[src/rtl/frog_sprite_line_if.sv]
// Sprite ROM read port: the renderer drives enable/address and the ROM
// returns the 4-bit palette index one cycle later.
interface frog_sprite_line_if #(
    parameter int unsigned ROM_AW = 8
);
    logic              rom_en;
    logic [ROM_AW-1:0] rom_addr;
    logic [3:0]        rom_data;

    modport master (output rom_en, output rom_addr, input rom_data);
    modport slave  (input rom_en, input rom_addr, output rom_data);
endinterface

[src/rtl/frog_sprite_line.sv]
// Single-sprite line renderer: fetches the next scanline's sprite row into a line
// buffer during hblank, then emits palette colours retimed one cycle with sync/de.
module frog_sprite_line #(
    parameter int unsigned CORDW   = 16,
    parameter int unsigned H_RES   = 640,
    parameter int unsigned V_RES   = 480,
    parameter int unsigned V_TOTAL = 525,
    parameter int unsigned SPR_W   = 16,
    parameter int unsigned SPR_H   = 16,
    parameter int unsigned ROM_AW  = 8
) (
    input  logic                    clk_pix,
    input  logic                    rst_pix,
    input  logic signed [CORDW-1:0] sx,
    input  logic signed [CORDW-1:0] sy,
    input  logic                    de,
    input  logic                    line,
    input  logic                    hsync,
    input  logic                    vsync,
    input  logic signed [CORDW-1:0] spr_x,
    input  logic signed [CORDW-1:0] spr_y,
    frog_sprite_line_if.master      rom,
    input  logic                    pal_we,
    input  logic [3:0]              pal_addr,
    input  logic [11:0]             pal_data,
    output logic [11:0]             pix_color,
    output logic                    pix_opaque,
    output logic                    de_o,
    output logic                    hsync_o,
    output logic                    vsync_o
);

    localparam int unsigned XW     = CORDW + 1;
    localparam int unsigned BUF_AW = (SPR_W > 1) ? $clog2(SPR_W) : 1;
    localparam int unsigned COLW   = $clog2(SPR_W + 1);
    localparam int unsigned ROWW   = (SPR_H > 1) ? $clog2(SPR_H) : 1;

    typedef enum logic [1:0] {
        IDLE  = 2'd0,
        FETCH = 2'd1,
        DRAIN = 2'd2
    } state_t;

    state_t              state_q, state_d;
    logic [COLW-1:0]     col_q, col_d;
    logic [ROWW-1:0]     row_q, row_d;
    logic                row_valid_q, row_valid_d;
    logic                rom_en_q, rom_en_d;
    logic [ROM_AW-1:0]   rom_addr_q, rom_addr_d;
    logic                buf_we;
    logic [BUF_AW-1:0]   buf_idx;

    logic signed [CORDW-1:0] spr_x_l, spr_y_l;
    logic signed [CORDW-1:0] next_sy;
    logic signed [XW-1:0]    row_full;
    logic signed [XW-1:0]    dx;
    logic                    row_in, dx_in, hit;
    logic [3:0]              pix_idx;

    logic [3:0]  lbuf [SPR_W];
    logic [11:0] pal  [16];

    assign rom.rom_en   = rom_en_q;
    assign rom.rom_addr = rom_addr_q;

    // Sprite row wanted on the line after this one, with frame wrap.
    assign next_sy  = (sy == CORDW'(V_TOTAL - 1)) ? '0 : sy + CORDW'(1);
    assign row_full = {next_sy[CORDW-1], next_sy} - {spr_y_l[CORDW-1], spr_y_l};
    assign row_in   = !row_full[XW-1] && (row_full < XW'(SPR_H));

    assign dx      = {sx[CORDW-1], sx} - {spr_x_l[CORDW-1], spr_x_l};
    assign dx_in   = !dx[XW-1] && (dx < XW'(SPR_W));
    assign pix_idx = dx_in ? lbuf[BUF_AW'(dx)] : 4'd0;
    assign hit     = de && row_valid_q && dx_in && (pix_idx != 4'd0);

    always_ff @(posedge clk_pix) begin
        if (rst_pix) begin
            state_q     <= IDLE;
            col_q       <= '0;
            row_q       <= '0;
            row_valid_q <= 1'b0;
            rom_en_q    <= 1'b0;
            rom_addr_q  <= '0;
        end else begin
            state_q     <= state_d;
            col_q       <= col_d;
            row_q       <= row_d;
            row_valid_q <= row_valid_d;
            rom_en_q    <= rom_en_d;
            rom_addr_q  <= rom_addr_d;
        end
    end

    // col counts the next column to issue; data arriving now belongs to col-2.
    always_comb begin
        state_d     = state_q;
        col_d       = col_q;
        row_d       = row_q;
        row_valid_d = row_valid_q;
        rom_en_d    = 1'b0;
        rom_addr_d  = rom_addr_q;
        buf_we      = 1'b0;
        buf_idx     = '0;
        unique case (state_q)
            IDLE: begin
                if (sx == CORDW'(H_RES)) begin
                    row_valid_d = 1'b0;
                    if (row_in) begin
                        row_d      = ROWW'(row_full);
                        col_d      = COLW'(1);
                        rom_en_d   = 1'b1;
                        rom_addr_d = ROM_AW'(row_d) * ROM_AW'(SPR_W);
                        state_d    = FETCH;
                    end
                end
            end
            FETCH: begin
                if (col_q >= COLW'(2)) begin
                    buf_we  = 1'b1;
                    buf_idx = BUF_AW'(col_q - COLW'(2));
                end
                if (col_q < COLW'(SPR_W)) begin
                    rom_en_d   = 1'b1;
                    rom_addr_d = ROM_AW'(row_q) * ROM_AW'(SPR_W) + ROM_AW'(col_q);
                    col_d      = col_q + COLW'(1);
                end else begin
                    state_d = DRAIN;
                end
            end
            DRAIN: begin
                buf_we      = 1'b1;
                buf_idx     = BUF_AW'(SPR_W - 1);
                row_valid_d = 1'b1;
                state_d     = IDLE;
            end
            default: state_d = IDLE;
        endcase
    end

    always_ff @(posedge clk_pix) begin
        if (buf_we) lbuf[buf_idx] <= rom.rom_data;
    end

    // Position is sampled once per frame at the start of vblank.
    always_ff @(posedge clk_pix) begin
        if (rst_pix) begin
            spr_x_l <= '0;
            spr_y_l <= '0;
        end else if (line && (sy == CORDW'(V_RES))) begin
            spr_x_l <= spr_x;
            spr_y_l <= spr_y;
        end
    end

    always_ff @(posedge clk_pix) begin
        if (rst_pix) begin
            for (int i = 0; i < 16; i++) pal[i] <= '0;
        end else if (pal_we) begin
            pal[pal_addr] <= pal_data;
        end
    end

    always_ff @(posedge clk_pix) begin
        if (rst_pix) begin
            pix_opaque <= 1'b0;
            pix_color  <= '0;
            de_o       <= 1'b0;
            hsync_o    <= 1'b1;
            vsync_o    <= 1'b1;
        end else begin
            pix_opaque <= hit;
            pix_color  <= hit ? pal[pix_idx] : 12'h000;
            de_o       <= de;
            hsync_o    <= hsync;
            vsync_o    <= vsync;
        end
    end

endmodule
[src/flat_wrapper.sv]
// flat-port wrapper written by rule: the top's interface ports become plain ports
module frog_sprite_line_flat 
#(
    parameter int unsigned CORDW   = 16,
    parameter int unsigned H_RES   = 640,
    parameter int unsigned V_RES   = 480,
    parameter int unsigned V_TOTAL = 525,
    parameter int unsigned SPR_W   = 16,
    parameter int unsigned SPR_H   = 16,
    parameter int unsigned ROM_AW  = 8
)
  (clk_pix, rst_pix, sx, sy, de, line, hsync, vsync, spr_x, spr_y, pal_we, pal_addr, pal_data, pix_color, pix_opaque, de_o, hsync_o, vsync_o, rom_rom_en, rom_rom_addr, rom_rom_data);
  frog_sprite_line_if #(.ROM_AW(ROM_AW)) rom_i ();
  input  logic clk_pix;
  input  logic rst_pix;
  input  logic signed [CORDW-1:0] sx;
  input  logic signed [CORDW-1:0] sy;
  input  logic de;
  input  logic line;
  input  logic hsync;
  input  logic vsync;
  input  logic signed [CORDW-1:0] spr_x;
  input  logic signed [CORDW-1:0] spr_y;
  input  logic pal_we;
  input  logic [3:0] pal_addr;
  input  logic [11:0] pal_data;
  output logic [11:0] pix_color;
  output logic pix_opaque;
  output logic de_o;
  output logic hsync_o;
  output logic vsync_o;
  output wire logic [$bits(rom_i.rom_en)-1:0] rom_rom_en;
  output wire logic [$bits(rom_i.rom_addr)-1:0] rom_rom_addr;
  input wire logic [$bits(rom_i.rom_data)-1:0] rom_rom_data;
  assign rom_rom_en = rom_i.rom_en;
  assign rom_rom_addr = rom_i.rom_addr;
  assign rom_i.rom_data = rom_rom_data;
  frog_sprite_line #(.CORDW(CORDW), .H_RES(H_RES), .V_RES(V_RES), .V_TOTAL(V_TOTAL), .SPR_W(SPR_W), .SPR_H(SPR_H), .ROM_AW(ROM_AW)) u_core (.clk_pix(clk_pix), .rst_pix(rst_pix), .sx(sx), .sy(sy), .de(de), .line(line), .hsync(hsync), .vsync(vsync), .spr_x(spr_x), .spr_y(spr_y), .rom(rom_i), .pal_we(pal_we), .pal_addr(pal_addr), .pal_data(pal_data), .pix_color(pix_color), .pix_opaque(pix_opaque), .de_o(de_o), .hsync_o(hsync_o), .vsync_o(vsync_o));
endmodule
[config.mk]
export PLATFORM = sky130hd
export DESIGN_NAME = frog_sprite_line_flat
export DESIGN_NICKNAME = d
export VERILOG_FILES = /design/src/rtl/frog_sprite_line_if.sv /design/src/rtl/frog_sprite_line.sv /design/src/flat_wrapper.sv
export SDC_FILE = /design/constraint.sdc
export NUM_CORES = 1
export LEC_CHECK = 0
export CAP_MARGIN = 0
export CORE_MARGIN = 10
export CORE_UTILIZATION = 45
export DETAILED_ROUTE_END_ITERATION = 10
export PLACE_DENSITY = 0.7
export SYNTH_ARGS = -nofsm -noshare
export SYNTH_HDL_FRONTEND = slang
export SYNTH_SLANG_ARGS = --single-unit
[constraint.sdc]
create_clock -name clk_pix -period 5.6 [get_ports clk_pix]
set_clock_uncertainty 0.1 [all_clocks]
set_input_delay 1.12 -clock clk_pix [delete_from_list [all_inputs] [get_ports clk_pix]]
set_output_delay 1.12 -clock clk_pix [all_outputs]
set_load 0.05 [all_outputs]
Word-level counts from Yosys, hierarchy flattened
Memory sizes are Yosys's and may differ from the RTL's. A register that Yosys moved wholly into a read port is not among the register bits.
Index checks and enable logic that the tools add are counted.
{"block": "totals", "ff_bits": 57, "latchBits": 0, "ram_bits": 256, "rom_bits": 0, "inputBits": 91, "output_inout_bits": 25, "wordCells": 86, "n_memories": 2}
{"block": "classes", "add_sub_neg": 6, "multipliers": 0, "div": 0, "magnitude_cmp": 4, "eq_ne": 9, "shift": 0, "mux": 34, "n_bitwise": 1, "n_reduce_logical": 18}
{"memory": "u_core.pal", "depth": 16, "width": 12, "read_ports": 1, "rd_ports_with_merged_regs": 1, "write_ports": 16, "line_no": "frog_sprite_line.sv:61", "rtl": "logic [11:0] pal [16];"}
{"memory": "u_core.lbuf", "depth": 16, "width": 4, "read_ports": 1, "rd_ports_with_merged_regs": 0, "write_ports": 1, "line_no": "frog_sprite_line.sv:60", "rtl": "logic [3:0] lbuf [SPR_W];"}
{"op": "17-bit by 5-bit less-than comparator with 1-bit output, second input constant", "n": 2}
{"op": "16-bit by 16-bit subtractor with 17-bit output", "n": 2}
{"op": "16-bit by 10-bit == test with 1-bit output, second input constant", "n": 2}
{"op": "8-bit two-way mux", "n": 3}
{"op": "16-bit by 1-bit adder with 16-bit output, second input constant", "n": 1}
{"op": "16-bit by 9-bit == test with 1-bit output, second input constant", "n": 1}
{"op": "16-bit two-way mux", "n": 1}
{"op": "8-bit case mux with 2 select lines", "n": 1}
{"op": "5-bit two-way mux", "n": 3}
{"op": "1-bit two-way mux", "n": 13}
{"op": "12-bit two-way mux", "n": 1}
{"op": "4-bit two-way mux", "n": 3}
{"op": "12-bit OR reduction", "n": 1}
{"op": "5-bit case mux with 2 select lines", "n": 1}
{"op": "8-bit by 5-bit adder with 8-bit output", "n": 1}
{"op": "4-bit case mux with 2 select lines", "n": 1}
{"op": "1-bit logical AND", "n": 6}
{"op": "2-bit two-way mux", "n": 3}
{"op": "2-bit by 1-bit != test with 1-bit output, second input constant", "n": 3}
{"op": "1-bit case mux with 2 select lines", "n": 3}
{"op": "3-bit AND reduction", "n": 2}
{"op": "5-bit by 1-bit adder with 5-bit output, second input constant", "n": 1}
{"op": "5-bit by 2-bit greater-or-equal comparator with 1-bit output, second input constant", "n": 1}
{"op": "5-bit less-than comparator, second input constant", "n": 1}
{"op": "13 further kinds", "n": 15}

Longest topological paths before layout
Gate-level depths: netlist of the first run.
{"block": "logic_depth", "word_depth": 8, "mapped_depth": 18, "mapped_depth_nobuf": 16}

Worst setup path after synthesis of the first run
Ideal clock, no wire load.
{"block": "synth_timing", "path_kind": "input port to flip-flop", "start": "in sy[0]", "end": "reg u_core.rom_addr_q[0], in the netlist u_core.rom.rom_addr[0]", "setup_time_ns": 0.123, "arrival_time_ns": 4.746, "t_required_ns": 5.377, "slack_ns": 0.630, "path_stages": 16, "path_buffers": 0, "path_cell_list": "inv_1 > ha_1 > and4b_1 > and4b_1 > or2_2 > ha_1 > fa_1 > nand2b_1 > a21boi_0 > o21ai_1 > a21oi_1 > o2111ai_1 > nor4b_1 > nand4_1 > o22ai_2 > mux2_1"}
{"block": "synth_between", "elab_chain_cells": 7, "elab_cells_between_ends": 9, "classes_between": "add/sub: 2; order compare: 1; eq/ne: 2; mux: 1; reduce/logical: 3"}
{"element": "from (decl)", "line_no": "flat_wrapper.sv:17", "rtl": "input logic signed [CORDW-1:0] sy;"}
{"element": "16-bit by 1-bit adder with 16-bit output or 16-bit by 10-bit == test with 1-bit output (tied branches)", "line_no": "frog_sprite_line.sv:67", "rtl": "assign next_sy = (sy == CORDW'(V_TOTAL - 1)) ? '0 : sy + CORDW'(1);"}
{"element": "16-bit two-way mux (*)", "line_no": "frog_sprite_line.sv:67"}
{"element": "16-bit by 16-bit subtractor with 17-bit output (*)", "line_no": "frog_sprite_line.sv:68", "rtl": "assign row_full = {next_sy[CORDW-1], next_sy} - {spr_y_l[CORDW-1], spr_y_l};"}
{"element": "17-bit by 5-bit less-than comparator with 1-bit output or 1-bit logical NOT (tied branches)", "line_no": "frog_sprite_line.sv:69", "rtl": "assign row_in = !row_full[XW-1] && (row_full < XW'(SPR_H));"}
{"element": "1-bit logical AND (*)", "line_no": "frog_sprite_line.sv:69"}
{"element": "2-bit by 1-bit != test with 1-bit output (no source line) (*)"}
{"element": "4-bit AND reduction (no source line) (*)"}
{"element": "to (signal assigned)", "line_no": "frog_sprite_line.sv:90", "rtl": "rom_addr_q <= rom_addr_d;"}
{"element": "to (decl)", "line_no": "frog_sprite_line.sv:49", "rtl": "logic [ROM_AW-1:0] rom_addr_q, rom_addr_d;"}
Mark *: on every way between the ends. The rest lies on a longest branch, timed or not.
A chain may end at the register's enable or synchronous reset.

Final worst setup path of the first run
{"block": "layout_timing", "start": "in sy[0]", "end": "reg u_core.rom_addr_q[5], in the netlist u_core.rom.rom_addr[5]"}
{"block": "layout_between", "elab_chain_cells": 7, "elab_cells_between_ends": 12, "classes_between": "add/sub: 2; order compare: 1; eq/ne: 2; mux: 4; reduce/logical: 3"}
{"element": "16-bit by 1-bit adder with 16-bit output or 16-bit by 10-bit == test with 1-bit output (tied branches)", "line_no": "frog_sprite_line.sv:67"}
{"element": "16-bit two-way mux (*)", "line_no": "frog_sprite_line.sv:67"}
{"element": "16-bit by 16-bit subtractor with 17-bit output (*)", "line_no": "frog_sprite_line.sv:68"}
{"element": "17-bit by 5-bit less-than comparator with 1-bit output or 1-bit logical NOT (tied branches)", "line_no": "frog_sprite_line.sv:69"}
{"element": "1-bit logical AND", "line_no": "frog_sprite_line.sv:69"}
{"element": "2-bit by 1-bit != test with 1-bit output (no source line)"}
{"element": "4-bit AND reduction (no source line)"}
Mark *: on every way between the ends. The rest lies on a longest branch, timed or not. The select of a mux whose other input is x is not followed.

==> results.md, run 1 <==
* CTS Buffer Depth at 3
* Critical Path RT at 5.92 ns
* First-pass GRT wire length at 66.6 mm
* Layout cells sized above 1 at 10.2%
* Met3 layer usage reported by global route at 3.98%
* H-tree Lvls at 2
* Crit path capture type: flip-flop
* Asr flop ratio synth at 0%
* Starting Density at 45.8%
* Unique cell type count in the Yosys netlist at 78
* Unrepaired setup endpoints after global routing: no
* Post-layout util at 54.0%
* Setup ws final at 0.530 ns
* Vias in the first global route at 11500
* CTS tree: done
* Final Critical Period at 5.07 ns
* Die area at 44300 um^2
* WL final at 42.7 mm
* GRT Total Usage at 19.1%
* Comb power frac at 10.8%
* Worst-path clk slew at 0.05 ns
* Power Density at 284 nW/um^2
* Multi-input gate area at 7000 um^2
* Layout Nets at 1709
* Drt first pass iters at 5
* Hold depth at 2
* Ys flop type: edfxtp_1
* Per-cell routed wire length at 20.7 um
* Die height at 211 um
* Slew Viols, Final at 0
* Net Sw Power at 1300 uW
* Status: complete, no violations
* Initial antenna violation count at 1
* Fmax at 197 MHz
* Register bit total from synthesis at 313
* Pint at 4170 uW
* Dpl ws at 0.00699 ns
* Slew @ Worst Pin at 0.950 ns
* Number of hold buffers added after CTS at 0
* Max_cap viols at 0
* Leakage at 0.00729 uW
* Setup-violating endpoint count in the final report at 0
* Fin. Hold Viols at 0
* M2 GR Usage at 29.1%
* Worst-skew pair later-pin latency at 0.53 ns
* Critical Path Start Type: primary input
* Post-DP HPWL at 30.3 mm
* Num Clock Sinks at 313
* WS Path Type: in2reg
* GR Layer Usage met1 at 26.5%
* Via Count at 11800
* DRT antenna net count at 0
* Ys Warns at 0
* Via/cell ratio at 5.70
* Sw Ratio at 23.8%
* Gr ovfl total at 0
* Gr busiest metal: met2
* Clock power frac at 41.6%
* R2r worst-path depth at 11
* Peak VDD IR at 0.163 mV
* Pin count of the biggest net entering global routing at 54
* Reg area at 8710 um^2
* Synthesized area per cell at 11.2 um^2
* Fill count at 3022
* Max FO, Critical Path at 10
* Chip width at 211 um
* Layout area overhead at 17.9%
* Post-CTS Setup Bufs at 0
* EDFF count, synth at 244
* Sequential cell area fraction in the yosys report at 53.3%
* Rows at 69
* # IOs at 116
* Cells after Synth at 1455
* Worst slew margin at 36.7%
* Routability cong. at 0.894
* CTS resizes at 0
* CTS buffer count at 37
* Sequential cell fraction of total power at 47.6%
* Post-Syn Area at 16300 um^2
* Period utilisation layout at 90.5%
* Clock root buffer: clkbuf_16
* Worst min-delay path class: reg2reg
* Post-Syn Nets at 1591
* Number of DRC markers in iteration 0 at 1054
* Remaining DRCs at 0
* Core footprint at 35700 um^2
* Setup TNS at 0 ns
* I/O Buffers at 115
* Worst EP arrival at 5.39 ns
* Worst-case hold slack at 0.375 ns
[metal layers]
layer,vias up,share of wire [%]
met4,0,2.6
met3,67,7.8
li1,5569,-
met2,429,45
met5,-,0
met1,5704,44
[final timing paths]
| check | start | to | slack [ns] |
|---|---|---|---|
| worst min register to register | u_core.rom.rom_addr[7] | u_core.rom.rom_addr[7] | 0.37 |
| worst min-delay path | u_core.rom.rom_addr[7] | u_core.rom.rom_addr[7] | 0.37 |
| worst max register to register | u_core.spr_x_l[0] | u_core.pix_color[10] | 1.55 |
| worst max-delay path | sy[0] | u_core.rom.rom_addr[5] | 0.53 |
[area by class of cell]
| type | instances | area share, % |
|---|---|---|
| sequential | 313 | 45.2 |
| antenna | 1 | 0.0130 |
| tap | 461 | 2.99 |
| timing repair buffer | 168 | 8.08 |
| clock inverter | 14 | 0.669 |
| multi-input combinational | 979 | 36.3 |
| clock buffer | 53 | 5.27 |
| inverter | 74 | 1.44 |
[critical path, stage by stage]
cell and delay (ns):
clkdlybuf4s50_1 0.48, inv_1 0.06, ha_1 0.19, and4b_1 0.21
and4b_1 0.18, or2_2 0.29, ha_1 0.22, fa_1 0.38
nand2b_1 0.15, a21boi_0 0.24, o21ai_1 0.20, a21o_1 0.24
a211oi_1 0.21, nor4b_1 0.09, buf_4 0.15, nand4_1 0.07
buf_4 0.17, a2bb2oi_1 0.36, mux2_2 0.37
[synthesized netlist by cell type, drive strengths merged, types with 17 or more instances]
library cell | number | area [um^2]
nand4 | 23 | 144
nand2 | 56 | 210
nor3 | 32 | 160
buf | 29 | 151
and2 | 184 | 1150
nor2b | 20 | 133
inv | 74 | 278
nor4 | 23 | 165
mux2i | 95 | 951
edfxtp | 244 | 7330
ha | 43 | 538
nand3 | 24 | 120
nor2 | 111 | 424
dfxtp | 69 | 1380
o21ai | 30 | 150
or2 | 21 | 131
a211o | 17 | 149
clkbuf | 60 | 225
nand2b | 19 | 119
a21oi | 63 | 323
[registers in the layout (all words and copies together) (netlist names)]
| name | count |
|---|---|
| u_core.pal | 180 |
| u_core.lbuf | 64 |
| u_core.spr_x_l | 16 |
| u_core.spr_y_l | 16 |
| u_core.pix_color | 12 |
| u_core.rom.rom_addr | 8 |
| u_core.col_q | 5 |
| u_core.row_q | 4 |
| u_core.state_q | 2 |
| u_core.de_o | 1 |
| u_core.hsync_o | 1 |
| u_core.pix_opaque | 1 |
| u_core.rom.rom_en | 1 |
| u_core.row_valid_q | 1 |
| u_core.vsync_o | 1 |
[power by group through the flow]
stage | clock (uW) | sequential (uW) | combinational [uW]
finish | 2280 | 2600 | 592
global route | 2410 | 2610 | 641
global placement | 0 | 2650 | 579
detailed placement | 0 | 2650 | 584
floorplan | 0 | 2640 | 341
CTS | 2310 | 2600 | 587
[kinds of logic (layout without fill, tap and decap cells)]
family,count (synthesis),in the layout,share of synthesized area [%]
muxes,115,115,8.30
and+or+nand+nor,553,553,18.8
AOI/OAI and AO/OA,241,241,10.7
other,0,1,0
buffers and inverters,163,309,4.00
adders and majority gates,45,45,3.54
xor gates and xnor gates,25,25,1.39
DFF,313,313,53.3
[cell usage in the layout, fill, tap and decap left out, types with 19 or more instances in the layout]
| master | instances |
|---|---|
| nor2_1 | 110 |
| clkdlybuf4s50_1 | 114 |
| o21ai_0 | 26 |
| nor4_1 | 19 |
| nand4_1 | 23 |
| buf_4 | 52 |
| a21oi_1 | 61 |
| nand3_1 | 24 |
| ha_1 | 43 |
| nand2b_1 | 19 |
| or2_2 | 21 |
| nor3_1 | 32 |
| edfxtp_1 | 244 |
| clkbuf_16 | 37 |
| inv_1 | 74 |
| and2_1 | 184 |
| mux2i_1 | 95 |
| nor2b_1 | 19 |
| dfxtp_1 | 69 |
| nand2_1 | 56 |
[per-stage QoR]
step	total power, uW	std cells	instance area (um^2)
floorplan	2990	1455	16300
global placement	3230	1995	18100
detailed placement	3230	1995	18100
CTS	5500	2062	19300
global route	5660	2062	19300
finish	5470	2063	19300
No activity file was read; power rests on OpenSTA's default activity.
==> run 2, diff against run 1 <==
Settings changed: CORE_UTILIZATION 45 to 59, MAX_ROUTING_LAYER set to met4, PLACE_DENSITY 0.7 to 0.86.
==> run 2 against run 1 <==
Core utilization grew 16 points. Combinational power is 0.7% higher. Sequential share of layout area rose by 0.36 points. First-iteration DRC count rose by 26%. Die area shrank 22%. Final cell count fell by 4.6%. Critical path depth up 1. Fmax down 2.4%. Global-route usage is 5.5 points higher. Largest cell class unchanged.
==> results.md, run 2 (synthesis gave the netlist of run 1 again) <==
* Status: complete, no violations
* Rows at 60
* Die height at 186 um
* Post-CTS Setup Bufs at 0
* Hold_sp: u_core.rom.rom_addr[7]
* RR Startpoint: u_core.spr_x_l[0]
* Diode count at 0
* Top cell by count, worst path: buf_4
* Max_cap viols at 0
* Hold depth at 2
* Post-DP HPWL at 30.4 mm
* Worst-skew pair later-pin latency at 0.51 ns
* I/O Buffers at 115
* Power Density at 282 nW/um^2
* Vias in the first global route at 12100
* Largest registers: u_core.pal (180), u_core.lbuf (64)
* Most frequent cells in the layout: edfxtp_1 (244), and2_1 (184), clkdlybuf4s50_1 (114), nor2_1 (110), mux2i_1 (95)
* Clock root buffer: clkbuf_16
* Fin. Hold Viols at 0
* Unrepaired setup endpoints after global routing: no
* Core footprint at 27100 um^2
* Setup slack, reg-to-reg at 1.43 ns
* Final Critical Period at 5.20 ns
* Starting Density at 60.3%
* Slew @ Worst Pin at 1.19 ns
* Via Count at 12200
* Layout area overhead at 17.0%
* GRT Total Usage at 24.5%
* CTS buffer count at 35
* Initial antenna violation count at 0
* Multi-input gate area at 7000 um^2
* R2r worst-path depth at 11
* Layout Nets at 1708
* Number of DRC markers in iteration 0 at 1323
* First-pass GRT wire length at 67.2 mm
* Number of flip-flops under the largest register name at 180
* CTS resizes at 0
* Number of hold buffers added after CTS at 0
* Max FO, Critical Path at 11
* WS Path Type: in2reg
* Leading cell type in the layout, fill and taps excluded: edfxtp_1
* Worst path cell trace: clkdlybuf4s50_1 -> inv_1 -> ha_1 -> and4b_1 -> and4b_1 -> or2_2 -> ha_1 -> fa_1 -> nand2b_1 -> a21boi_0 -> o21ai_1 -> a311oi_1 -> buf_4 -> o21ai_1 -> a211oi_1 -> buf_4 -> nand2_1 -> o22ai_2 -> buf_4 -> mux2i_1
* Crit-path max cell delay at 0.48 ns
* Pin count of the biggest net entering global routing at 45
* Per-cell routed wire length at 22.0 um
* Setup TNS at 0 ns
* Fill count at 1849
* Routability cong. at 0.977
* Setup-violating endpoint count in the final report at 0
* H-tree Lvls at 2
* CTS Buffer Depth at 3
* WL final at 43.3 mm
* Die area at 34800 um^2
* Crit path max-delay cell type: clkdlybuf4s50_1
* Worst min-delay path class: reg2reg
* # IOs at 116
* Reg area at 8710 um^2
* Crit path capture type: flip-flop
* CP bufs+invs at 5
* Worst slew margin at 20.4%
* CP delay by family, top: compound AO/OA/AOI/OAI gates
* Worst-case hold slack at 0.378 ns
* Worst-path clk slew at 0.05 ns
* Num Clock Sinks at 313
* Leakage at 0.00728 uW
* Via/cell ratio at 6.21
* Worst Hold End: u_core.rom.rom_addr[7]
* Critical Path Start Type: primary input
* CTS tree: done
* DRT antenna net count at 0
* Slew Viols, Final at 0
* Gr ovfl total at 0
* Layout cells sized above 1 at 10.1%
* Critical Path RT at 5.93 ns
* Period utilisation layout at 92.8%
* Worst reg2reg endpoint: u_core.pix_color[6]
* Worst EP arrival at 5.52 ns
* Fmax at 192 MHz
* Chip width at 186 um
* Remaining DRCs at 0
* Peak VDD IR at 0.222 mV
* Reg with most FFs: u_core.pal
* Drt first pass iters at 6
[run 2: cell count changes in the layout (fill, tap and decap cells not counted)]
cell	change
buf_4	+1
clkbuf_1	-2
bufinv_16	-1
clkinvlp_4	-1
clkinv_2	-2
inv_6	-1
diode_2	-1
clkinv_4	+2
[run 2: metrics by stage]
| stage | setup WS, ns | std cells | total power (uW) | utilization [%] | area, um^2 |
|---|---|---|---|---|---|
| after floorplan | 0.630 | 1455 | 2990 | - | 16300 |
| after global routing | 0.0582 | 1969 | 5550 | 70.5 | 19100 |
| after CTS | 0.402 | 1969 | 5400 | 70.5 | 19100 |
| after detailed placement | -0.0865 | 1907 | 3230 | 66.5 | 18000 |
| final | 0.405 | 1969 | 5400 | 70.5 | 19100 |
| after global placement | 0.0657 | 1907 | 3210 | 66.5 | 18000 |
[run 2: worst reg2reg max path, stage by stage (launching register included)]
cell and delay [ns]:
dfxtp_1 0.32, ha_1 0.24, fa_1 0.62, buf_4 0.21, mux4_2 0.20, mux2i_1 0.15, a21oi_4 0.97, nand2b_1 0.28
nor4_4 0.05, buf_4 0.23, a221oi_1 0.55, a211o_1 0.18
[run 2: how the worst max path moves through the flow]
stage / depth (start not counted) / startpoint / slack [ns] / to
after detailed placement: 18 / sy[0] / -0.09 / u_core.col_q[2]
after global routing: 18 / sy[1] / 0.06 / u_core.row_q[0]
final: 20 / sy[0] / 0.40 / u_core.rom.rom_addr[2]
after floorplan: 16 / sy[0] / 0.63 / u_core.rom.rom_addr[0]
after CTS: 19 / sy[0] / 0.40 / u_core.rom.rom_addr[0]
after global placement: 19 / sy[0] / 0.07 / u_core.rom.rom_addr[0]
[run 2: layer usage]
layer / vias up / wire length (um) / share of wire [%] / global-route usage, %
met2: 659 / 20500 / 47 / 39.0
met1: 5890 / 17300 / 40 / 31.4
met5: - / 0 / 0 / -
met3: 98 / 4080 / 9.4 / 4.08
li1: 5576 / - / - / -
met4: 0 / 1390 / 3.2 / 8.44
[run 2: area by class of cell]
| type | instances | area share [%] |
|---|---|---|
| tap | 372 | 2.43 |
| multi-input combinational | 979 | 36.6 |
| sequential | 313 | 45.6 |
| clock inverter | 11 | 0.471 |
| clock buffer | 51 | 5.28 |
| inverter | 74 | 1.45 |
| timing repair buffer | 169 | 8.18 |
[run 2: report_power, final]
part	switching (uW)	internal, uW	leakage [uW]
sequential	26.5	2580	0.00285
clock	895	1300	0.000534
combinational	358	239	0.00390
total	1280	4120	0.00728
==> run 3, diff against run 2 <==
Settings changed: CORE_ASPECT_RATIO set to 0.8.
==> run 3 against run 2 <==
Combinational power about the same. Via count shrank 0.18%. Critical path depth is 2 lower. Setup slack gained 0.16 ns. Global-route usage up 0.32 points. Sequential power about the same. Core utilization down 0.95 points. Design area down 0.64%.
==> results.md, run 3 (synthesis gave the netlist of run 1 again) <==
* Status: complete, no violations
* Power Density at 277 nW/um^2
* Period utilisation layout at 90.0%
* Max FO, Critical Path at 10
* Final Critical Period at 5.04 ns
* Rows at 54
* Number of hold buffers added after CTS at 0
* Setup ws final at 0.561 ns
* Drt first pass iters at 6
* Initial antenna violation count at 2
* H-tree Lvls at 1
* Unrepaired setup endpoints after global routing: no
* Worst-path clk slew at 0.06 ns
* WS Path Type: in2reg
* GRT Total Usage at 24.9%
* Post-layout util at 69.6%
* Die height at 169 um
* Number of DRC markers in iteration 0 at 1560
* # IOs at 116
* I/O Buffers at 115
* Via Count at 12200
* Worst min-delay path class: reg2reg
* Peak VDD IR at 0.227 mV
* CTS resizes at 0
* Vias in the first global route at 11700
* Critical Path RT at 5.95 ns
* M2 GR Usage at 36.5%
* Chip width at 206 um
* Post-DP HPWL at 30.0 mm
* Pin count of the biggest net entering global routing at 85
* Slew @ Worst Pin at 1.27 ns
* Crit path capture type: flip-flop
* Routability cong. at 0.933
* Met3 layer usage reported by global route at 4.81%
* Layout Nets at 1698
* Layout cells sized above 1 at 9.52%
* Starting Density at 59.9%
* Post-CTS Setup Bufs at 0
* Number of flip-flops under the largest register name at 180
* Via/cell ratio at 6.25
* Gr ovfl total at 0
* Layout area overhead at 16.2%
* Final non-filler cell total at 1952
* Max_cap viols at 0
* First-pass GRT wire length at 66.5 mm
* Critical Path Start Type: primary input
* Dpl ws at 0.0220 ns
* R2r worst-path depth at 13
* Leading cell type in the layout, fill and taps excluded: edfxtp_1
* CTS tree: done
* DRT antenna net count at 0
* Worst slew margin at 14.7%
* Largest registers: u_core.pal (180), u_core.lbuf (64)
* GR Layer Usage met1 at 34.9%
* CTS Buffer Depth at 3
* DP Cell Count at 1893
* Most frequent cells in the layout: edfxtp_1 (244), and2_1 (184), clkdlybuf4s50_1 (114), nor2_1 (110), mux2i_1 (95)
* Slew Viols, Final at 0
* Setup slack, reg-to-reg at 1.57 ns
* Fmax at 198 MHz
* Gr busiest metal: met2
* Reg with most FFs: u_core.pal
* Worst-case hold slack at 0.390 ns
* Worst-skew pair later-pin latency at 0.58 ns
* CTS buffer count at 31
* WL final at 42.8 mm
* Per-cell routed wire length at 21.9 um
* Setup-violating endpoint count in the final report at 0
* Fill count at 1913
* Core footprint at 27300 um^2
* Die area at 34800 um^2
* Num Clock Sinks at 313
* Setup TNS at 0 ns
* Hold depth at 2
* Remaining DRCs at 0
* Fin. Hold Viols at 0
* Leakage at 0.00721 uW
* Worst EP arrival at 5.39 ns
* Clock root buffer: clkbuf_16
[run 3: cell count changes in the layout (fill, tap and decap cells not counted), moves of 2 or more]
cell and change:
bufinv_16 +2, clkinv_2 +3, diode_2 +2, buf_12 +2
clkbuf_16 -6, clkbuf_8 -2, buf_4 -8, clkbuf_1 -3
[run 3: final timing paths]
check / start / end
setup reg to reg: u_core.spr_x_l[1] / u_core.pix_color[9]
hold reg to reg: u_core.rom.rom_addr[3] / u_core.rom.rom_addr[3]
hold / removal: u_core.rom.rom_addr[3] / u_core.rom.rom_addr[3]
setup / recovery: sy[0] / u_core.rom.rom_addr[4]
[run 3: report_power, final]
| group | internal [uW] | leakage, uW | switching [uW] |
|---|---|---|---|
| Combinational | 232 | 0.00387 | 365 |
| Sequential | 2580 | 0.00285 | 25.8 |
| Clock | 1180 | 0.000492 | 881 |
[run 3: per-stage QoR]
stage	power (uW)	instance area, um^2
finish	5260	19000
global route	5400	19000
detailed placement	3230	18000
CTS	5260	19000
floorplan	2990	16300
global placement	3210	18000
[run 3: critical path, stage by stage]
cell,delay (ns)
clkdlybuf4s50_1,0.48
inv_1,0.06
ha_1,0.19
and4b_1,0.21
and4b_1,0.18
or2_2,0.28
ha_1,0.22
fa_1,0.40
nand2b_1,0.16
a21boi_0,0.25
o21ai_1,0.19
a311oi_1,0.41
or3_1,0.16
a32oi_1,0.08
nand4_1,0.10
buf_4,0.17
a2bb2oi_1,0.34
mux2_2,0.39
[run 3: cell type report]
type,count,area (um^2),area share [%]
multi-input cells,979,7000,36.8
repair buffers,163,1540,8.13
clock inverters,17,188,0.988
flip-flops and latches,313,8710,45.8
diodes,2,5.00,0.0264
inverters,74,278,1.46
clock buffers,40,820,4.31
well taps,364,455,2.40
[run 3: routing by layer]
metal  vias up  part of all wire [%]
met5         -                     0
met2       698                    45
met3        71                    10
li1       5552                     -
met4         0                   2.2
met1      5880                    43
==> variant 1, RTL diff (config.mk and constraints of run 2) <==
Take the reset off `pix_color` and load it in a clocked block of its own.
--- a/src/rtl/frog_sprite_line.sv
+++ b/src/rtl/frog_sprite_line.sv
@@ -163,17 +163,19 @@
     always_ff @(posedge clk_pix) begin
         if (rst_pix) begin
             pix_opaque <= 1'b0;
-            pix_color  <= '0;
             de_o       <= 1'b0;
             hsync_o    <= 1'b1;
             vsync_o    <= 1'b1;
         end else begin
             pix_opaque <= hit;
-            pix_color  <= hit ? pal[pix_idx] : 12'h000;
             de_o       <= de;
             hsync_o    <= hsync;
             vsync_o    <= vsync;
         end
     end
 
+    always_ff @(posedge clk_pix) begin
+        pix_color <= hit ? pal[pix_idx] : 12'h000;
+    end
+
 endmodule
Check against the original RTL: no difference found for any inputs over 4 cycles, from zero or initial values and one cycle with rst_pix high; that may be too few to reach the edited logic, so the function may still have changed.
==> variant 1 against run 2 <==
- sequential cell count is 12 higher
- sequential share of layout area is 0.96 points higher
- cell area is 2.0% higher
- global-route usage is 0.31 points higher
- area after synthesis is 1.6% higher
- clock power is 5% higher
- total power is 4.7% higher
- setup slack worse by 0.18 ns
- critical endpoint is now u_core.rom.rom_addr[5]
- wire length is 1.5% higher
- via count is 1.8% higher
==> variant 1: results (changes against run 2) <==
Parameter                              Value

Setup path
  Startpoint of the worst setup timing path ... sy[1]
  Crit-path max FO ... 8 (-3)
  Critical path arrival ... 5.70 ns (+0.18 ns)
  Crit-path leading delay family ... simple AND/OR/NAND/NOR gates
  Longest individual stage delay on the worst path ... 0.54 ns (+0.06 ns)

Global routing
  Overall routing resource usage ... 24.8% (+0.31 points)
  Pin count of the biggest net entering global routing ... 75 (+67%)
  Wire length of the first global-routing pass ... 67900 um (+0.99%)
  Number of global-route vias before repair ... 12200 (+1.2%)

Layout
  Final-stage net count ... 1764 (+3.3%)
  Layout cell share with drive strength beyond 1 ... 11.0% (+0.94 points)

Place
  Routability congestion estimate ... 0.907 (-7.1%)
  Pre-CTS setup slack ... -0.303 ns (-0.216 ns)
  HPWL after detailed placement ... 29400 um (-3.0%)

Routing
  Starting DRC count in detailed routing ... 1753 (+33%)
  Detailed-route wire length ... 43900 um (+1.5%)
  Number of iterations in the first detailed-routing pass ... 5 (-1)
  Routed via count ... 12400 (+1.8%)

Hold path
  Worst Hold Launch ... u_core.rom.rom_addr[6]

Synthesis
  Commonest cells post-synth ... 256 x edfxtp_1, 199 x and2_1, 139 x nor2_1
  Sequential area share after synthesis ... 54.6% (+1.3 points)
  Main area contributors after synthesis ... edfxtp_1 46%, dfxtp_1 8.3%, and2_1 7.5%, mux2i_1 3.6%, ha_1 3.2%
  Yosys top cell area share ... 46.3% (+1.4 points)
  Count of flip-flops with a built-in enable after synthesis ... 256 (+4.9%)
  Share of flip-flops with an asynchronous set or reset ... 0% (unchanged)
  Mapped Nets ... 1642 (+3.2%)
  Library cells used by synthesis ... 86 (+10%)

Timing
  Relative slew slack ... 30.4% (+10 points)

CTS
  Clock Tree Buf Depth ... 3 (unchanged)

Pwr
  Reported leakage power ... 7.18 nW (-1.4%)

Status
  Run status ... finished, final reports clean
variant 1: per-stage QoR:
stage	cells	util, %	instance area, um2	power, mW	hold WS [ns]
detailed placement	1969	66.1	18400	3.38	0.370
global route	2029	70.2	19500	5.80	0.426
CTS	2029	70.1	19500	5.63	0.382
floorplan	1506	-	16600	3.11	0.363
global placement	1969	66.1	18400	3.36	0.363
finish	2029	70.2	19500	5.65	0.383
variant 1: cells by family after synthesis:
family | synth area share, %
compound gates | 10.8
buf+inv | 3.50
fa+ha+maj | 3.48
mux | 6.00
flops | 54.6
simple gates | 20.4
xor+xnor | 1.21
variant 1: metal layers:
metal	global-route usage [%]	up-vias	wire (um)
li1	-	5713	-
met1	30.5	5888	17000
met2	40.1	722	21100
met3	4.69	124	4160
met4	9.66	0	1640
met5	-	-	0
variant 1: power breakdown:
group	internal, mW	leakage, nW	switching (mW)
logic	0.241	3.67	0.401
clock network	1.36	0.549	0.936
registers	2.68	2.96	0.0250
total	4.29	7.18	1.36
variant 1: worst paths after layout:
path	endpoint	slack, ns	cells past startpoint
worst max-delay path	u_core.rom.rom_addr[5]	0.22	21
worst min-delay path	u_core.rom.rom_addr[6]	0.38	2
worst max register to register	u_core.pix_color[10]	1.33	12
worst min register to register	u_core.rom.rom_addr[6]	0.38	2
variant 1: what timing repair did:
action	CTS	global route
setup buffers	0	0
endpoints found under the setup margin	0	15
resized for setup	0	3
variant 1: cell type report:
type | count | area (um2)
clock inverter | 18 | 215
multi-input combinational | 1033 | 6980
tap | 378 | 473
fill | 1878 | 8290
timing repair buffer | 178 | 1630
sequential | 325 | 9070
clock buffer | 42 | 922
inverter | 55 | 206
==> variant 2, RTL diff (config.mk and constraints of run 2) <==
Without the edit above. `SPR_H` is set to 16 in 2 places; all go to 32.
--- a/src/rtl/frog_sprite_line.sv
+++ b/src/rtl/frog_sprite_line.sv
@@ -6,7 +6,7 @@
     parameter int unsigned V_RES   = 480,
     parameter int unsigned V_TOTAL = 525,
     parameter int unsigned SPR_W   = 16,
-    parameter int unsigned SPR_H   = 16,
+    parameter int unsigned SPR_H   = 32,
     parameter int unsigned ROM_AW  = 8
 ) (
     input  logic                    clk_pix,
--- a/src/flat_wrapper.sv
+++ b/src/flat_wrapper.sv
@@ -6,7 +6,7 @@
     parameter int unsigned V_RES   = 480,
     parameter int unsigned V_TOTAL = 525,
     parameter int unsigned SPR_W   = 16,
-    parameter int unsigned SPR_H   = 16,
+    parameter int unsigned SPR_H   = 32,
     parameter int unsigned ROM_AW  = 8
 )
   (clk_pix, rst_pix, sx, sy, de, line, hsync, vsync, spr_x, spr_y, pal_we, pal_addr, pal_data, pix_color, pix_opaque, de_o, hsync_o, vsync_o, rom_rom_en, rom_rom_addr, rom_rom_data);
Formal check against the unedited RTL: not equivalent (Yosys sat finds a counterexample within 4 cycles, from zero or initial values and one cycle with rst_pix high).
==> variant 2 against run 2 <==
- sequential power up 4%
- cell area up 3.1%
- area after synthesis up 4.0%
- register-to-register slack better by 0.18 ns
- largest power group unchanged
- setup slack better by 0.017 ns
- largest cell class unchanged
- wire length up 1.2%
- total power up 5.8%
- sequential cell count up 12
==> variant 2: results (changes against run 2) <==
Parameter                              Value

Synthesis
  Synthesized instance count ... 1573 (+8.1%)
  Count of flip-flops with a built-in enable after synthesis ... 256 (+4.9%)
  Share of flip-flops with an asynchronous set or reset ... 0% (unchanged)
  Commonest cells post-synth ... 256 x edfxtp_1, 195 x and2_1, 101 x nand2_1
  Sequential area share after synthesis ... 53.4% (+0.080 points)
  Yosys warnings ... 0 (unchanged)
  Mapped Nets ... 1709 (+7.4%)
  Main area contributors after synthesis ... edfxtp_1 45%, dfxtp_1 8.1%, and2_1 7.2%, ha_1 3.2%, nor3_1 2.7%
  Library cells used by synthesis ... 77 (-1.3%)

Place
  HPWL after detailed placement ... 29400 um (-3.1%)
  Placed Instances ... 2002 (+5.0%)
  Number of input and output port buffers inserted ... 115 (unchanged)
  Routability congestion estimate ... 0.918 (-6.0%)

Routing
  Number of iterations in the first detailed-routing pass ... 8 (+2)
  Routed via count ... 13100 (+7.0%)
  Post-detailed-route wirelength per cell ... 21.2 um (-3.5%)
  Starting DRC count in detailed routing ... 1610 (+22%)
  DRC errors left ... 0 (unchanged)

Global routing
  Overall routing resource usage ... 24.3% (-0.22 points)
  Wire length of the first global-routing pass ... 68700 um (+2.3%)
  Initial antenna violation count ... 1 (+1)
  Number of global-route vias before repair ... 12700 (+5.0%)
  Pin count of the biggest net entering global routing ... 73 (+62%)

CTS
  Clock Tree Buf Depth ... 3 (unchanged)
  Number of buffers inserted to repair setup after CTS ... 0 (unchanged)
  Later-pin clock latency in the skew report ... approximately 0.52 ns
  Reg clk slew, reported paths ... 0.06 ns
  CTS Root Cell ... clkbuf_16
  Cts repair resizes ... 0 (unchanged)
  Number of clock buffers inserted by TritonCTS ... 34 (-2.9%)
  Total number of H-tree levels ... 2 (unchanged)

Pwr
  Power spent charging and discharging nets ... 1.38 mW (+8.1%)
  Reported leakage power ... 7.05 nW (-3.2%)
  Max IR drop VDD ... 191 uV (-14%)

Layout
  Antenna diodes ... 0 (unchanged)
  Layout cell share with drive strength beyond 1 ... 8.33% (-1.7 points)
  Largest registers in the final layout ... u_core.pal x192, u_core.lbuf x64
  Number of standard cells in the layout, taps in and fillers out ... 2064 (+4.8%)
  Final-stage net count ... 1790 (+4.8%)

Setup path
  Worst-path cell with the longest stage delay ... clkdlybuf4s50_1
  Longest individual stage delay on the worst path ... 0.53 ns (+0.05 ns)
  Crit-path max FO ... 7 (-4)
  Crit-path leading delay family ... compound AO/OA/AOI/OAI gates

Hold path
  HP Class ... flop to flop

Status
  Run status ... finished, final reports clean

Timing
  Transition at the pin with the smallest max-transition slack ... 0.908 ns (-0.284 ns)
[variant 2: path summary, 6_finish.rpt]
path | start | endpoint | slack, ns | cells after the start
setup / recovery | sy[2] | u_core.rom.rom_addr[3] | 0.42 | 17
hold / removal | u_core.rom.rom_addr[2] | u_core.rom.rom_addr[2] | 0.36 | 2
setup reg to reg | u_core.spr_x_l[7] | u_core.pix_color[8] | 1.61 | 11
hold reg to reg | u_core.rom.rom_addr[2] | u_core.rom.rom_addr[2] | 0.36 | 2
[variant 2: cell families (layout without fill, tap and decap cells)]
logic type | Yosys count | count (layout) | synth area share [%]
compound gates | 335 | 335 | 13.9
simple gates | 614 | 614 | 19.1
buf+inv | 167 | 274 | 3.88
mux | 65 | 65 | 5.16
fa+ha+maj | 45 | 45 | 3.40
flops | 325 | 325 | 53.4
xor+xnor | 22 | 22 | 1.18
[variant 2: area by class of cell]
| cell class | instances | area, um2 |
|---|---|---|
| sequential | 325 | 9070 |
| fill | 2070 | 8830 |
| multi-input combinational | 1081 | 7280 |
| timing repair buffer | 156 | 1530 |
| clock buffer | 42 | 901 |
| tap | 384 | 480 |
| clock inverter | 20 | 248 |
| inverter | 56 | 210 |
[variant 2: tightest hold or removal path, stage by stage, from the launching register on]
cell     delay, ns
dfxtp_1       0.31
nand2_1       0.05
mux2i_1       0.05
[variant 2: layer usage]
metal | global-route usage, % | share of wire, % | wire length (um)
met1 | 31.0 | 40 | 17600
met3 | 4.58 | 9.7 | 4230
met4 | 7.54 | 2.6 | 1150
met2 | 38.8 | 48 | 20800
met5 | - | 0 | 0
[variant 2: power groups by stage]
stage	logic (mW)	clock network, mW	registers [mW]
2_1_floorplan	0.399	0	2.75
3_3_place_gp	0.648	0	2.75
3_5_place_dp	0.661	0	2.75
4_1_cts	0.667	2.34	2.70
5_1_grt	0.730	2.44	2.71
6_report	0.681	2.32	2.70
[variant 2: through the flow]
stage | area, um2 | setup slack [ns]
after floorplan | 17000 | 0.820
after global routing | 19700 | 0.0931
after CTS | 19700 | 0.513
after global placement | 18600 | 0.102
after detailed placement | 18600 | 0.00545
final | 19700 | 0.422
